## src/rtl/alu.sv

```systemverilog
// Registered 4-function-class ALU with one-cycle latency and a single-cycle out_valid strobe.
// Define ALU_FLAGS_EN to add the carry/zero/negative/overflow status flag ports and registers.
module alu #(
  parameter int WIDTH = 4
) (
  input  logic             clk,
  input  logic             rst_n,
  input  logic [WIDTH-1:0] A,
  input  logic [WIDTH-1:0] B,
  input  logic [2:0]       op,
  input  logic             in_valid,
  output logic [WIDTH-1:0] result,
`ifdef ALU_FLAGS_EN
  output logic             carry,
  output logic             zero,
  output logic             negative,
  output logic             overflow,
`endif
  output logic             out_valid
);

  localparam logic [2:0] OP_ADD = 3'b000;
  localparam logic [2:0] OP_SUB = 3'b001;
  localparam logic [2:0] OP_AND = 3'b010;
  localparam logic [2:0] OP_OR  = 3'b011;
  localparam logic [2:0] OP_XOR = 3'b100;
  localparam logic [2:0] OP_NOT = 3'b101;
  localparam logic [2:0] OP_SHL = 3'b110;
  localparam logic [2:0] OP_SHR = 3'b111;

  logic [WIDTH:0]   sum_s;
  logic [WIDTH:0]   diff_s;
  logic [WIDTH-1:0] res_s;

  // Extra MSB of sum/diff carries the carry-out / borrow.
  assign sum_s  = {1'b0, A} + {1'b0, B};
  assign diff_s = {1'b0, A} - {1'b0, B};

  // Operation result selection.
  always_comb begin
    res_s = {WIDTH{1'b0}};
    case (op)
      OP_ADD:  res_s = sum_s[WIDTH-1:0];
      OP_SUB:  res_s = diff_s[WIDTH-1:0];
      OP_AND:  res_s = A & B;
      OP_OR:   res_s = A | B;
      OP_XOR:  res_s = A ^ B;
      OP_NOT:  res_s = ~A;
      OP_SHL:  res_s = {A[WIDTH-2:0], 1'b0};
      OP_SHR:  res_s = {1'b0, A[WIDTH-1:1]};
      default: res_s = {WIDTH{1'b0}};
    endcase
  end

  // Result and valid strobe; result holds whenever in_valid is low.
  always_ff @(posedge clk or negedge rst_n) begin
    if (!rst_n) begin
      result    <= {WIDTH{1'b0}};
      out_valid <= 1'b0;
    end else begin
      out_valid <= in_valid;
      if (in_valid) begin
        result <= res_s;
      end else begin
        result <= result;
      end
    end
  end

`ifdef ALU_FLAGS_EN
  logic carry_s;
  logic overflow_s;

  // Carry/borrow and signed-overflow per operation; logic ops clear both.
  always_comb begin
    carry_s    = 1'b0;
    overflow_s = 1'b0;
    case (op)
      OP_ADD: begin
        carry_s    = sum_s[WIDTH];
        overflow_s = (A[WIDTH-1] == B[WIDTH-1]) && (sum_s[WIDTH-1] != A[WIDTH-1]);
      end
      OP_SUB: begin
        carry_s    = diff_s[WIDTH];
        overflow_s = (A[WIDTH-1] != B[WIDTH-1]) && (diff_s[WIDTH-1] != A[WIDTH-1]);
      end
      OP_SHL:  carry_s = A[WIDTH-1];
      OP_SHR:  carry_s = A[0];
      default: begin
        carry_s    = 1'b0;
        overflow_s = 1'b0;
      end
    endcase
  end

  // Status flag registers, updated together with result.
  always_ff @(posedge clk or negedge rst_n) begin
    if (!rst_n) begin
      carry    <= 1'b0;
      zero     <= 1'b0;
      negative <= 1'b0;
      overflow <= 1'b0;
    end else if (in_valid) begin
      carry    <= carry_s;
      zero     <= (res_s == {WIDTH{1'b0}});
      negative <= res_s[WIDTH-1];
      overflow <= overflow_s;
    end else begin
      carry    <= carry;
      zero     <= zero;
      negative <= negative;
      overflow <= overflow;
    end
  end
`endif

endmodule

```

## config.mk

```make
export PLATFORM = sky130hd
export DESIGN_NAME = alu
export DESIGN_NICKNAME = d
export VERILOG_FILES = /design/src/rtl/alu.sv
export SDC_FILE = /design/constraint.sdc
export NUM_CORES = 1
export LEC_CHECK = 0
export CAP_MARGIN = 40
export CORE_MARGIN = 1
export CORE_UTILIZATION = 47
export CTS_CLUSTER_DIAMETER = 80
export DETAILED_ROUTE_END_ITERATION = 8
export PLACE_DENSITY = 0.8
export SYNTH_ARGS = -nofsm -noshare
export SYNTH_HDL_FRONTEND = slang
export SYNTH_SLANG_ARGS = --single-unit
```

## constraint.sdc

```tcl
create_clock -name clk -period 1.47 [get_ports clk]
set_clock_uncertainty 0.2 [all_clocks]
set_input_delay 0.294 -clock clk [delete_from_list [all_inputs] [get_ports clk]]
set_output_delay 0.294 -clock clk [all_outputs]
set_load 0.02 [all_outputs]
```

Yosys cells after proc, flatten, opt, wreduce, memory -nomap -nowiden:

Cells that the tools add are included.

* register bits after elaboration: 5
* bits of input ports: 14
* output and inout bits: 5
* word-level logic and storage cells: 17

* add/subtract/negate cells: 2
* eq/ne operators: 7
* muxes and demuxes: 1
* bitwise operators: 4
* reduce and logical (&&, ||, !) cells: 1

Operators by type and width (number)
* 4-bit case mux with 8 select lines: 1
* 3-bit equality test (second input constant): 4
* 3-bit by 2-bit equality test with 1-bit output (second input constant): 2
* 4-bit adder: 1
* 4-bit bitwise AND: 1
* 4-bit NOT: 1
* 4-bit bitwise OR: 1
* 4-bit subtractor: 1
* 4-bit bitwise XOR: 1
* 3-bit by 1-bit equality test with 1-bit output (second input constant): 1
* 3-bit zero test: 1

Logic depth before layout (Yosys ltp):

Gate-level depths: netlist (run 1).

* depth in word-level cells: 2
* gate-level depth with buffers: 9
* gate-level depth less buffers: 9

Worst setup path after synthesis (run 1):

No wires, ideal clock.

* kind: input-to-reg
* start: in op[2]
* end: reg result[2]
* setup time: 0.125 ns
* data arrival time: 2.384 ns
* data required time: 1.145 ns
* setup slack: -1.239 ns
* stages: 7
* buffers on the path: 1
* cells stage by stage: buf_2 nor3b_1 mux2_2 fa_1 xnor2_1 mux4_2 mux2_2

* word-level cells in the longest chain between the ends: 2
* elaborated cells between the ends (all ways): 9
* classes of those cells: eq/ne: 7; mux: 1; reduce/logical: 1

Ends and longest elaborated chain
* start, declared: RTL line 10 `input logic [2:0] op,`
* 3-bit equality test (tied with other cells): RTL line 42 `case (op)`
* 4-bit case mux with 8 select lines (*): RTL line 42
* end signal, assigned: RTL line 58 `result <= {WIDTH{1'b0}};`
* end signal, assigned: RTL line 63 `result <= res_s;`
* end signal, assigned: RTL line 65 `result <= result;`
* end, declared: RTL line 12 `output logic [WIDTH-1:0] result,`

Every way passes the cells marked *; elsewhere a longest branch is shown, timed or not.
A chain may end at the register's enable or synchronous reset.

Final worst setup path (run 1):

* start: in op[1]
* end: reg result[2]

The elaborated chain is that of the path after synthesis.

==> impl_metrics.yaml, run 1 <==
yosys:
  synth_enable_flop_cells: 0
  synth_top_family_by_area: "adder cells"
  synthArstFlopShare: 1.000
  ys_seq_area_frac: 0.1742
  synthesis.yosys.warnings: 0
  syn-instance-count: 78
  ys_types: 28
  synth_top_area_share: 0.2091
  synth-compound-area-share: 0.1185
  synth_seq_cells: 5
  syn_area_per_cell_um2: 9.208
  synthTopCellsByArea: "ha_1 (21%), dfrtp_1 (17%), mux4_2 (9.4%)"
  synth_ff_type: "dfrtp_1"
  synth-simple-area-share: 0.1411
  synth_common_cells: "ha_1 (12), inv_1 (11), a21oi_1 (5), dfrtp_1 (5), nor2_1 (5)"
  synthMuxAreaShare: 0.1951
  synthesis.nets: 105
  synth_fa_ha_area_frac: 0.2369
  synth_xor_area_frac: 0.03659
  yosysMostFrequentCell: "ha_1"
  netlist_area_um2: 718.2
  synth.largest_area_cell: "ha_1"
sta:
  setup_tns_ns: -2.163
  setup_ws_ns: -0.7236
  clock.fmax_mhz: 455.9
  slew_headroom: 0.6862
  rsz0062_at_grt: "yes"
  final_hold_viol_count: 0
  finalCriticalPeriod_ns: 2.194
  min_period_over_period: 1.492
  timing_worst_slew_pin_value_ns: 0.4647
  slew_viol_final: 0
  setup_viol: 4
route:
  drt_iter0_markers: 5
  wl_met1_um: 776
  wl_met3_um: 66
  route.detailed.drc: 0
  wl_met2_um: 991
  wl_um: 1844
  highest_layer: "met4"
  wl_per_cell_um: 14.08
  vias: 718
  drt_first_pass_iters: 4
  ant_nets: 0
  vias_per_cell: 5.481
critical_path:
  crit_fanout: 2
  rr_worst_depth: 3
  timing.rr.start: "result[3]"
  rrSetupSlack_ns: 0.30
  crit_path_start_kind: "input port"
  cp.required_ns: 1.39
  path_class: "input port to flip-flop"
  critPathLaunch: "op[1]"
  cp.arrival_ns: 2.12
  r2r-end: "result[3]"
  crit_path_end_kind: "flip-flop"
  crit_path_end: "result[2]"
cts:
  tritoncts: "built"
  cts_buffer_depth: 2
  clkSlewWorstSetupHoldPaths_ns: 0.05
  cts_root_buf: "clkbuf_4"
  h-tree-depth: 1
  cts.sinks: 5
  insertion_delay_ns: 0.25
  cts_inserted_buffers: 3
die:
  start_util: 0.5256
  die-height_um: 41.09
  die-area_um2: 1688
  ioPinCount: 19
  die_w_um: 41.09
  coreArea_um2: 1366
  rows: 13
placement:
  hpwl_um: 1377
  gp_congestion: 0.8337
  place_area_um2: 1062
  port-buffer-count: 18
hold_path:
  hold_class: "input port to async pin"
global_route:
  first_global_vias: 647
  grt_max_degree: 18
  antenna_found_initial: 0
  grtUsageTotal: 0.2428
  grt_pass1_wl_um: 2684
  overflow: 0
job:
  maxCapViolCount: 0
run_status:
  outcome: "finished, violations left"
  violations: "setup timing"
final_layout:
  drive_above_1_share: 0.4052
  antennaDiodeCount: 0
  fill_cells: 77
  final_nets: 144
  design_area_um2: 1160
  syn_to_final_growth_pct: 61.50
pwr:
  leakage_nw: 0.5728
  p_per_area_nw_per_um2: 612.4
  vdd_ir_drop_max_mv: 0.3371
==> area by class of cell <==
| cell class | count | area (um^2) | area share |
|---|---|---|---|
| multi-input cells | 58 | 579.3 | 0.4995 |
| repair buffers | 38 | 351.6 | 0.3031 |
| flip-flops and latches | 5 | 125.1 | 0.1079 |
| inverters | 11 | 58.81 | 0.05070 |
| clock buffers | 4 | 26.28 | 0.02265 |
| well taps | 15 | 18.77 | 0.01618 |
==> placed cells by master, fill, tap and decap left out, drive strengths merged, types with 3 or more instances in the layout <==
cell / instances
inv: 11
ha: 12
dlygate4sd2: 6
o21ai: 4
nor2: 5
buf: 26
dfrtp: 5
mux4: 3
xnor2: 3
clkdlybuf4s50: 4
mux2: 4
a21oi: 5
clkbuf: 4
==> critical path, stage by stage <==
cell and delay (ns):
buf_8 0.10, nor3b_4 0.21, mux2_4 0.33, fa_2 0.34, xnor2_1 0.13, mux4_2 0.45, mux2_4 0.26
==> per-stage QoR <==
step	setup slack [ns]	power, mW	utilization	cells	hold slack (ns)
detailed placement	-1.587	0.5354	0.7775	123	0.2874
finish	-0.7236	0.7103	0.8489	131	0.05945
floorplan	-0.9619	0.3822	-	78	-0.2016
global route	-0.7475	0.7528	0.8489	131	0.07950
global placement	-1.534	0.5188	0.7775	123	0.2710
CTS	-0.7455	0.6975	0.8315	130	0.06930
==> power breakdown <==
part           switching, mW  internal [mW]
combinational          0.167          0.207
sequential            0.0109          0.160
clock                 0.0624          0.103
total                  0.240          0.470
==> how the worst min path moves through the flow <==
stage,endpoint,slack (ns),depth (start not counted)
2_1_floorplan,out_valid,-0.20,0
3_3_place_gp,result[1],0.27,2
3_5_place_dp,result[1],0.29,2
4_1_cts,result[0],0.07,1
5_1_grt,result[0],0.08,1
6_report,result[0],0.06,1
==> what timing repair did <==
action / 4_1_cts / 5_1_grt
buffers inserted: 3 / 1
endpoints found under the setup margin: 9 / 4
pin swaps: 5 / 6
hold buffers: 0 / 0
gates resized for setup: 45 / 6
==> registers in the layout, indices dropped and copies added, names as in the netlist <==
name	cells
result	4
out_valid	1
==> cell families (layout without fill, tap and decap cells) <==
| logic type | count (synthesis) | in the layout |
|---|---|---|
| and+or+nand+nor | 19 | 19 |
| AOI/OAI and AO/OA | 14 | 14 |
| muxes | 9 | 9 |
| adders and majority gates | 13 | 13 |
| buffers and inverters | 15 | 53 |
| xor gates and xnor gates | 3 | 3 |
| DFF | 5 | 5 |
==> routing by layer <==
layer	vias up	track usage
li1	347	-
met1	349	0.2710
met2	20	0.4531
met3	2	0.03261
met4	0	0.09677
met5	-	0
(Power assumes the default switching activity.)
==> run 2: changes to the inputs <==
--- a/config.mk
+++ b/config.mk
@@ -5,12 +5,14 @@
 export SDC_FILE = /design/constraint.sdc
 export NUM_CORES = 1
 export LEC_CHECK = 0
-export CAP_MARGIN = 40
+export CAP_MARGIN = 20
 export CORE_MARGIN = 1
 export CORE_UTILIZATION = 47
 export CTS_CLUSTER_DIAMETER = 80
+export CTS_CLUSTER_SIZE = 25
 export DETAILED_ROUTE_END_ITERATION = 8
 export PLACE_DENSITY = 0.8
+export SKIP_LAST_GASP = 1
 export SYNTH_ARGS = -nofsm -noshare
 export SYNTH_HDL_FRONTEND = slang
 export SYNTH_SLANG_ARGS = --single-unit
==> results of run 2 <==
The final DEF is identical to that of run 1; final timing and power are the same.
==> run 3: changes to the inputs <==
--- a/config.mk
+++ b/config.mk
@@ -8,10 +8,11 @@
 export CAP_MARGIN = 20
 export CORE_MARGIN = 1
 export CORE_UTILIZATION = 47
-export CTS_CLUSTER_DIAMETER = 80
+export CTS_CLUSTER_DIAMETER = 40
 export CTS_CLUSTER_SIZE = 25
 export DETAILED_ROUTE_END_ITERATION = 8
 export PLACE_DENSITY = 0.8
+export SETUP_SLACK_MARGIN = 0.4
 export SKIP_LAST_GASP = 1
 export SYNTH_ARGS = -nofsm -noshare
 export SYNTH_HDL_FRONTEND = slang
==> run 3 against run 2 <==
Against the previous run: the flow still finishes with violations (setup timing); clock power shrank 4%; critical path depth is the same; maximum frequency shrank 0.32%; register-to-register slack lost 0.06 ns; cell count grew 3.8%; flip-flop and latch count is the same; design area grew 4.3%; via count grew 1.1%; count of clock-buffer cells in the layout is the same; combinational power grew 17%; critical path type unchanged; largest cell class unchanged; largest power group unchanged; highest routed layer is now met3.
==> impl_metrics.yaml, run 3 (same netlist as run 1, synthesis figures left out) <==
route:
  wl_um: 2045
  ant_nets: 0
  drt_iter0_markers: 6
  vias: 726
  wl_per_cell_um: 15.04
  route.detailed.drc: 0
  vias_per_cell: 5.338
  drt_first_pass_iters: 4
die:
  coreArea_um2: 1366
  ioPinCount: 19
  die_w_um: 41.09
  die-area_um2: 1688
  die-height_um: 41.09
  start_util: 0.5256
  rows: 13
final_layout:
  layout_common_cells: "buf_4 (22), ha_1 (10), buf_6 (10)"
  largest_register: "result"
  largestRegisters: "result (4), out_valid (1)"
  fin_util: 0.8855
  fill_cells: 70
  syn_to_final_growth_pct: 68.47
  final_nets: 149
  drive_above_1_share: 0.4711
  layout_commonest_cell: "buf_4"
  largest_register_ffs: 4
  antennaDiodeCount: 0
  finalNonFillerCells: 136
global_route:
  grt_max_degree: 18
  antenna_found_initial: 0
  overflow: 0
  grtUsageTotal: 0.2539
  grt_pass1_wl_um: 2780
  first_global_vias: 668
cts:
  tritoncts: "built"
  cts_root_buf: "clkbuf_4"
  cts_buffer_depth: 2
  cts.sinks: 5
  clkSlewWorstSetupHoldPaths_ns: 0.05
  cts_inserted_buffers: 3
  h-tree-depth: 1
  hold_buffers: 0
  insertion_delay_ns: 0.24
critical_path:
  crit_fanout: 2
  path_class: "input port to flip-flop"
  path_cells: "buf_8, nor3b_4, mux2_4, fa_2, xnor2_1, mux4_2, mux2_4"
  r2r-end: "result[0]"
  cp.arrival_ns: 2.12
  rrSetupSlack_ns: 0.24
  max_stage_delay_ns: 0.45
  timing.rr.start: "result[0]"
  crit_path_start_kind: "input port"
  crit_top_cell: "mux2_4"
  crit_path_end_kind: "flip-flop"
  cp_slowest_cell: "mux4_2"
  rr_worst_depth: 3
  cp.required_ns: 1.39
hold_path:
  hold_class: "input port to async pin"
placement:
  hpwl_um: 1377
  dp.cells: 123
  port-buffer-count: 18
  gp_congestion: 0.8337
  place_ws_ns: -1.587
run_status:
  violations: "setup timing"
  outcome: "finished, violations left"
sta:
  final_hold_viol_count: 0
  setup_tns_ns: -2.141
  rsz0062_at_grt: "yes"
  min_period_over_period: 1.497
  slew_viol_final: 0
  setup_viol: 4
  setup_ws_ns: -0.7308
  finalCriticalPeriod_ns: 2.201
  slew_headroom: 0.6747
  timing_worst_slew_pin_value_ns: 0.4816
  clock.fmax_mhz: 454.4
pwr:
  vdd_ir_drop_max_mv: 0.3743
  leakage_nw: 0.6010
  p_per_area_nw_per_um2: 639.2
job:
  maxCapViolCount: 0
==> run 3: changes by cell type in the layout (fill, tap and decap cells not counted) <==
cell	previous run	this run
buf_6	5	10
buf_4	17	22
dlygate4sd2_1	6	1
==> run 3: worst max path at each step <==
| stage | from | cells after the start | endpoint | slack (ns) |
|---|---|---|---|---|
| 6_report | op[1] | 7 | result[2] | -0.73 |
| 5_1_grt | op[1] | 7 | result[2] | -0.75 |
| 4_1_cts | op[2] | 7 | result[2] | -0.75 |
| 3_5_place_dp | B[0] | 8 | result[2] | -1.59 |
| 3_3_place_gp | B[0] | 8 | result[2] | -1.53 |
| 2_1_floorplan | op[1] | 7 | result[2] | -0.96 |
==> run 3: critical path, delay by kind of cell <==
kind / cells / cell delay [ns]
multiplexers: 3 / 1.04
adder cells (fa/ha/maj): 1 / 0.34
AND/OR/NAND/NOR: 1 / 0.21
XOR/XNOR: 1 / 0.13
buffers and inverters: 1 / 0.10
==> run 3: final cells by class <==
type / instances / area [um^2] / area share
multi-input combinational: 58 / 579.3 / 0.4788
timing repair buffer: 43 / 401.6 / 0.3320
sequential: 5 / 125.1 / 0.1034
inverter: 11 / 58.81 / 0.04860
clock buffer: 4 / 26.28 / 0.02172
tap: 15 / 18.77 / 0.01551
==> run 3: power breakdown <==
| part | internal [mW] | switching, mW |
|---|---|---|
| Clock | 0.103 | 0.0566 |
| Sequential | 0.160 | 0.0169 |
| Combinational | 0.257 | 0.180 |
| Total | 0.520 | 0.253 |
==> run 3: repair_timing <==
action / CTS / global route
buffers inserted: 6 / 3
resized for setup: 70 / 6
endpoints found under the setup margin: 9 / 9
gates cloned: 0 / 0
pin swaps: 5 / 6
==> run 3: routing by layer <==
layer | up-vias | part of all wire | global-route usage | wire length [um]
met1 | 355 | 0.41 | 0.2710 | 844
met5 | - | 0 | 0 | 0
li1 | 353 | - | - | -
met3 | 0 | 0.023 | 0.03261 | 47
met4 | 0 | 0 | 0.09677 | 0
met2 | 18 | 0.56 | 0.4922 | 1153
==> run 3: metrics by stage <==
stage	hold WS, ns	total power [mW]	instance area, um^2
detailed placement	0.2874	0.5354	1062
floorplan	-0.2016	0.3822	793.3
CTS	0.06930	0.7451	1171
finish	0.07477	0.7734	1210
global placement	0.2710	0.5188	1062
global route	0.07826	0.8253	1210
